File: src/rtl/rpn_eval.sv
// rpn_eval: Reverse-Polish expression evaluator.
// Consumes operand/operator tokens over a valid/ready handshake. It keeps its
// operands in an external LIFO stack through push/pop/data strobes. It reports
// the final result with a one-cycle pulse, or a sticky error code.
module rpn_eval #(
  parameter int WIDTH = 8
) (
  input  logic             clk,
  input  logic             rst,
  input  logic             tok_valid_i,
  output logic             tok_ready_o,
  input  logic             tok_is_op_i,
  input  logic [WIDTH-1:0] tok_data_i,
  output logic             push_o,
  output logic             pop_o,
  output logic [WIDTH-1:0] data_o,
  input  logic [WIDTH-1:0] data_i,
  input  logic             full_i,
  input  logic             empty_i,
  output logic [WIDTH-1:0] result_o,
  output logic             result_valid_o,
  output logic [1:0]       err_o
);

  localparam logic [2:0] S_IDLE  = 3'd0;
  localparam logic [2:0] S_POP_B = 3'd1;
  localparam logic [2:0] S_POP_A = 3'd2;
  localparam logic [2:0] S_EXEC  = 3'd3;
  localparam logic [2:0] S_FIN   = 3'd4;
  localparam logic [2:0] S_CHECK = 3'd5;
  localparam logic [2:0] S_ERR   = 3'd6;

  localparam logic [WIDTH-1:0] TOK_ADD = WIDTH'('h2B);
  localparam logic [WIDTH-1:0] TOK_SUB = WIDTH'('h2D);
  localparam logic [WIDTH-1:0] TOK_MUL = WIDTH'('h2A);
  localparam logic [WIDTH-1:0] TOK_EQ  = WIDTH'('h3D);

  localparam logic [1:0] OP_ADD = 2'd0;
  localparam logic [1:0] OP_SUB = 2'd1;
  localparam logic [1:0] OP_MUL = 2'd2;

  localparam logic [1:0] ERR_NONE  = 2'd0;
  localparam logic [1:0] ERR_UNDER = 2'd1;
  localparam logic [1:0] ERR_OVER  = 2'd2;
  localparam logic [1:0] ERR_BAD   = 2'd3;

  logic [2:0]       state_q, state_d;
  logic [1:0]       err_q, err_d;
  logic [WIDTH-1:0] result_q, result_d;
  logic             result_valid_q, result_valid_d;
  logic [1:0]       op_q, op_d;
  logic [WIDTH-1:0] a_q, a_d;
  logic [WIDTH-1:0] b_q, b_d;

  // Modular arithmetic: every result wraps to WIDTH bits, and a product keeps its low half.
  function automatic logic [WIDTH-1:0] alu_wrap(input logic [1:0] op,
                                                input logic [WIDTH-1:0] a,
                                                input logic [WIDTH-1:0] b);
    logic [2*WIDTH-1:0] prod;
    prod = {{WIDTH{1'b0}}, a} * {{WIDTH{1'b0}}, b};
    case (op)
      OP_SUB:  alu_wrap = a - b;
      OP_MUL:  alu_wrap = prod[WIDTH-1:0];
      default: alu_wrap = a + b;
    endcase
  endfunction

  // Next-state logic and decoding of the handshake and stack strobes.
  always_comb begin
    state_d        = state_q;
    err_d          = err_q;
    result_d       = result_q;
    result_valid_d = 1'b0;
    op_d           = op_q;
    a_d            = a_q;
    b_d            = b_q;
    push_o         = 1'b0;
    pop_o          = 1'b0;
    data_o         = '0;
    tok_ready_o    = 1'b0;
    case (state_q)
      S_IDLE: begin
        tok_ready_o = 1'b1;
        if (tok_valid_i) begin
          if (!tok_is_op_i) begin
            if (full_i) begin
              state_d = S_ERR;
              err_d   = ERR_OVER;
            end else begin
              push_o = 1'b1;
              data_o = tok_data_i;
            end
          end else begin
            case (tok_data_i)
              TOK_ADD: begin op_d = OP_ADD; state_d = S_POP_B; end
              TOK_SUB: begin op_d = OP_SUB; state_d = S_POP_B; end
              TOK_MUL: begin op_d = OP_MUL; state_d = S_POP_B; end
              TOK_EQ:  state_d = S_FIN;
              default: begin state_d = S_ERR; err_d = ERR_BAD; end
            endcase
          end
        end
      end
      S_POP_B: begin
        if (empty_i) begin
          state_d = S_ERR;
          err_d   = ERR_UNDER;
        end else begin
          b_d     = data_i;
          pop_o   = 1'b1;
          state_d = S_POP_A;
        end
      end
      S_POP_A: begin
        if (empty_i) begin
          state_d = S_ERR;
          err_d   = ERR_UNDER;
        end else begin
          a_d     = data_i;
          pop_o   = 1'b1;
          state_d = S_EXEC;
        end
      end
      S_EXEC: begin
        // Two entries were just popped, so this push always has room.
        push_o  = 1'b1;
        data_o  = alu_wrap(op_q, a_q, b_q);
        state_d = S_IDLE;
      end
      S_FIN: begin
        if (empty_i) begin
          state_d = S_ERR;
          err_d   = ERR_UNDER;
        end else begin
          result_d = data_i;
          pop_o    = 1'b1;
          state_d  = S_CHECK;
        end
      end
      S_CHECK: begin
        // The stack must be empty after the final pop; leftover operands mean the expression is malformed.
        if (empty_i) begin
          result_valid_d = 1'b1;
          state_d        = S_IDLE;
        end else begin
          state_d = S_ERR;
          err_d   = ERR_BAD;
        end
      end
      S_ERR: ;
      default: state_d = S_IDLE;
    endcase
  end

  // Control and result registers; an asynchronous reset aborts any expression in flight.
  always_ff @(posedge clk or posedge rst) begin
    if (rst) begin
      state_q        <= S_IDLE;
      err_q          <= ERR_NONE;
      result_q       <= '0;
      result_valid_q <= 1'b0;
    end else begin
      state_q        <= state_d;
      err_q          <= err_d;
      result_q       <= result_d;
      result_valid_q <= result_valid_d;
    end
  end

  // Operand and opcode holding registers; the state machine qualifies them, so they need no reset.
  always_ff @(posedge clk) begin
    op_q <= op_d;
    a_q  <= a_d;
    b_q  <= b_d;
  end

  assign result_o       = result_q;
  assign result_valid_o = result_valid_q;
  assign err_o          = err_q;

endmodule
File: config.mk
export PLATFORM = sky130hd
export DESIGN_NAME = rpn_eval
export DESIGN_NICKNAME = d
export VERILOG_FILES = /design/src/rtl/rpn_eval.sv
export SDC_FILE = /design/constraint.sdc
export NUM_CORES = 1
export LEC_CHECK = 0
export BUFFER_PORTS_ARGS = -buffer_cell sky130_fd_sc_hd__buf_2
export CAP_MARGIN = 30
export CORE_UTILIZATION = 52
export DETAILED_ROUTE_END_ITERATION = 7
export PLACE_DENSITY = 0.73
export SYNTH_ARGS = -nofsm -noshare
export SYNTH_HDL_FRONTEND = slang
export SYNTH_SLANG_ARGS = --single-unit
File: constraint.sdc
create_clock -name clk -period 10.6 [get_ports clk]
set_input_delay 0.53 -clock clk [delete_from_list [all_inputs] [get_ports clk]]
set_output_delay 0.53 -clock clk [all_outputs]
set_load 0.01 [all_outputs]
; Word-level counts from Yosys, hierarchy flattened
; Cells that the tools add are included.
[op_classes]
eq_ne = 17
n_reduce_logical = 12
multipliers = 1
mux = 31
bitwise = 2
add_sub_neg = 2
[op_table]
columns = op, n
row1 = $eq A8 B6 Y1 const B, 4
row2 = $pmux W8 S2, 2
row3 = $mux W8, 3
row4 = $mux W3, 6
row5 = $pmux W3 S6, 1
row6 = $mux W2, 7
row7 = $pmux W2 S3, 2
row8 = $eq A3 B3 Y1 const B, 3
row9 = $add A8 B8 Y8, 1
row10 = $mul A8 B8 Y8, 1
row11 = $mux W1, 8
row12 = $sub A8 B8 Y8, 1
row13 = $eq A3 B2 Y1 const B, 2
row14 = $ne A3 B3 Y1 const B, 2
row15 = $pmux W3 S2, 1
row16 = $reduce_and A2 Y1, 3
row17 = $reduce_and A6 Y1, 1
row18 = $reduce_bool A3 Y1, 2
row19 = $reduce_or A3 Y1, 2
row20 = $ne A2 B2 Y1 const B, 2
row21 = $reduce_and A4 Y1, 1
row22 = $reduce_or A4 Y1, 1
row23 = $eq A3 B1 Y1 const B, 1
row24 = $logic_not A3 Y1, 1
row25 = 6 further kinds, 7
[totals]
output_inout_bits = 22
regBits = 32
input_bits = 22
wordCells = 72

; Logic depth before layout (Yosys ltp)
[depth]
ltp_word = 6
mapped_depth = 16
mapped_depth_nobuf = 15

; Worst setup path after synthesis
; OpenSTA, ideal clock, no wires.
[synth_timing]
path_kind = reg2out
start = register b_q[4]
end = output port data_o[7]
slack_ns = 6.448
arrival_time_ns = 3.622
required_ns = 10.070
path_stages_with_launch = 16
n_path_buf = 1
cell_sequence = edfxtp_1 -> buf_4 -> nand2_1 -> fa_1 -> fa_1 -> inv_1 -> fa_1 -> inv_1 -> fa_1 -> inv_1 -> ha_1 -> a21oi_1 -> xnor2_1 -> xnor2_1 -> mux2i_1 -> o21ai_1
[synth_via]
elab_chain_cells = 3
word_cells_on_any_way = 5
cone_classes = add/sub (2) / mul (1) / mux (2)
[synth_rtl]
columns = element, line_no
row1 = from (decl), 53  ; logic [WIDTH-1:0] b_q, b_d;
row2 = from (signal assigned), 174  ; b_q <= b_d;
row3 = $mul A8 B8 Y8 (tied with other cells), 60  ; prod = {{WIDTH{1'b0}}, a} * {{WIDTH{1'b0}}, b};
row4 = $pmux W8 S2 *, 61  ; case (op)
row5 = $pmux W8 S2 *, 81  ; case (state_q)
row6 = to (decl), 16  ; output logic [WIDTH-1:0] data_o,
; Mark *: on every way between the ends. The rest lies on a longest branch, timed or not.

; Final worst setup path
[layout_timing]
start = register b_q[2]
end = output port data_o[7]
; Same word-level chain as after synthesis.

==> metrics list <==
* Number of enable-type register cells in the synthesized netlist: 18
- Synth Area per Inst: around 9.7 sq um
- The path class of the tightest hold or removal check is in -> async.
- Sum of buffers and inverters on the critical path: 4
- Critical path cell sequence: nand2_1 > fa_1 > fa_1 > inv_1 > fa_1 > inv_1 > fa_1 > inv_1 > ha_1 > a21oi_1 > xnor2_1 > xnor2_1 > mux2i_1 > o21ai_1 > buf_2
- CTS sink count: 32
- Maximum fanout along the worst path: 11
- The congestion estimate from routability-driven global placement came to just over 0.8.
- Setup repair after global routing missed its margin: no
- Summed over all instances, the cell type with the most area after synthesis is edfxtp_1.
- In this design, the stage delay of the slowest critical-path cell is 0.59 ns.
* Global-route wire length before repair: between 9000 and 10000 microns
- Total setup violations reported at the end of the flow: 0
- The number of gates resized after CTS was 0.
- VDD sags by at most 0.133 mV.
* Count of unique library cells instantiated by Yosys: 48
- Counting I/O delays and the setup requirement, the final critical path takes 4.89 ns.
- The count of nets left with antenna violations once routing finished came out at 0.
* Pins Over Slew Limit: 0
- In this run the horizontal extent of the chip is 76 microns.
- Vertical die dimension: roughly 76 microns
- Overall overflow remaining after global route: 0
* Share of post-route cells with drive strength above 1: between 10% and 20%
- Power density over the cells: 102 nW/um^2
* Type of origin of the critical path: flip-flop
- Half-perimeter wire length after placement: 4310 microns
- Clock latency at the later pin of the worst-skew pair: 0.29 ns
* Register area share after synthesis: 31.3%
- On the critical path the largest part of the delay comes from adder cells.
- Count of buffers added by post-CTS timing repair for setup: 0
* Net count after synthesis: 354
- Number of violations of the max-capacitance limit: 0
* Total detailed-routing wirelength: 5460 microns
* Clock tree from TritonCTS: yes
- Floorplan die area: just under 6000 sq um
- In this design, the critical path's most frequently occurring cell is fa_1.
- CTS placed an instance of clkbuf_8 at the clock tree root.
- Final worst path period share: a little under half
* Number of antenna repair diodes: 0
* Worst-path clk slew: 0.07 ns
- Dominant cell by count in the synthesized netlist: nand2_1
- Static leakage: 1.47 nW
* Slew @ Worst Pin: 0.948 ns
* Synth Flop Type: edfxtp_1
* Initial antenna violation count: 0
* Drt initial violations: 100
- For this run, design rule violations remaining after detail routing come to 0.
- Site Rows: 26
- The number of global-route vias before repair was 2168.
- Number of buffers on the longest clock path: 2
* Total Negative Setup Slacks: 0 ns
- Number of port buffers: 43
* Count of hold-fix buffers inserted at cts: 0
- In this run, synthesis produced a sequential element count of 32.
- The net count of the finished layout is 394.
* Count of final hold-check violations: 0
- Counting every instance in the synthesized netlist gives 294.
- The pre-antenna-repair detailed-routing pass consisted of 4 iterations.
- Max-Slew Margin vs Limit: 36.7%
- Summing every instance area after synthesis gives 2850 sq um.
- The commonest cells after synthesis are nand2_1, inv_1, ha_1.
- Pin placement for this block handled 44 I/O pins.
* Area contributors post-synth: edfxtp_1, dfrtp_1, ha_1
- STA classifies the critical path endpoint as an output port.
- Top cell type's share of synthesized area: 19.0%
* Slowest cell on the critical path: edfxtp_1
- Critical setup path kind: reg -> out
* Starting density of the core: 54.7%
* Worst EP arrival: approximately 4.4 ns
* Number of levels the H-tree was split into: 2
- The clock arrives with 0.00595 ns of skew.
* Vias after detailed routing: 2116
* Total global routing track utilization: around 21%
* Warnings, synthesis: 0
* Fmax: 205 MHz
* Synth-to-Final Area Change: 12.1%
* Routed wire per std cell: 13.5 microns
- After floorplanning, the core was sized to cover roughly 5200 sq um.
* Number of clock buffers inserted by TritonCTS: 5
* Post-route total power: roughly 0.33 mW
- Largest net degree at the start of global routing: 16
- Data required time of the critical path: 10.07 ns
* Vias per inst: 5.22
* Result of the run: finished, final reports clean
- Of all flip-flops after synthesis, the portion carrying an async set or reset was between 40 and 50%.
- Slack of the worst reg-to-reg path: 8.77 ns
[layer usage]
| metal | up-vias | GRT usage, % | wire length, microns |
|---|---|---|---|
| met4 | 0 | 6.73 | 76 |
| met5 | - | 0 | 0 |
| met2 | 37 | 35.4 | 2540 |
| li1 | 1076 | - | - |
| met1 | 997 | 26.7 | 2670 |
| met3 | 6 | 2.87 | 165 |
[metrics by stage]
| step | utilization [%] | instance area (sq um) | hold slack, ns | std cells | setup WS, ns |
|---|---|---|---|---|---|
| global placement | 59.3 | 3090 | 0.466 | 397 | 6.14 |
| finish | 61.3 | 3190 | 0.272 | 405 | 5.71 |
| CTS | 61.3 | 3190 | 0.285 | 405 | 5.73 |
| global route | 61.3 | 3190 | 0.332 | 405 | 5.54 |
| detailed placement | 59.3 | 3090 | 0.471 | 397 | 6.05 |
| floorplan | - | 2850 | 0.419 | 294 | 6.45 |
[cells by family (layout without fill, tap and decap cells)]
family | Yosys count | count (layout) | share of synthesized area, %
simple gates | 93 | 93 | 17.4
flops | 32 | 32 | 31.3
fa+ha+maj | 38 | 38 | 20.1
compound gates | 49 | 49 | 11.0
buf+inv | 42 | 83 | 6.90
xor+xnor | 29 | 29 | 8.92
mux | 11 | 11 | 4.44
[cell type report]
class,instances,area (sq um)
Clock buffer,6,72.6
Clock inverter,2,35.0
Fill cell,454,2010
Inverter,29,109
Multi-Input combinational cell,220,1760
Sequential cell,32,891
Tap cell,70,87.6
Timing Repair Buffer,46,238
[worst reg2reg max path, stage by stage (launching register included)]
cell	delay, ns
dfrtp_1	0.54
nor3_2	0.42
nand2_1	0.12
nand2_2	0.14
a311oi_2	0.07
o21ai_2	0.11
mux2_4	0.32
[state kept, by name (all words and copies together), names as in the netlist]
name,cells
state_q,3
result_o,8
op_q,2
b_q,8
result_valid_o,1
err_o,2
a_q,8
[layout by cell type, fill, tap and decap left out, drive strengths merged, types with 2 or more instances in the layout]
cell type,synthesis,layout
a21o,4,4
a21oi,20,20
and2,14,14
buf,11,46
clkbuf,2,6
dfrtp,14,14
edfxtp,18,18
fa,13,13
ha,25,25
inv,29,29
mux2,10,10
nand2,35,35
nand2b,3,3
nand3,2,2
nor2,16,16
nor2b,6,6
nor3,7,7
nor3b,3,3
nor4,2,2
o21ai,15,15
o32ai,2,2
xnor2,22,22
xor2,7,7
[path summary, 6_finish.rpt]
path / from / end / cells after the start
worst max-delay path: b_q[2] / data_o[7] / 15
worst min-delay path: rst / result_o[7] / 2
worst max register to register: state_q[1] / err_o[1] / 6
worst min register to register: result_o[7] / result_o[7] / 1
max in group asynchronous: rst / err_o[1] / 2
min in group clk: data_i[5] / b_q[5] / 1
[power by group]
| group | switching (mW) | internal, mW |
|---|---|---|
| clock network | 0.0434 | 0.0696 |
| registers | 0.00911 | 0.150 |
| logic | 0.0265 | 0.0264 |
| total | 0.0790 | 0.246 |
(Power assumes the default switching activity.)
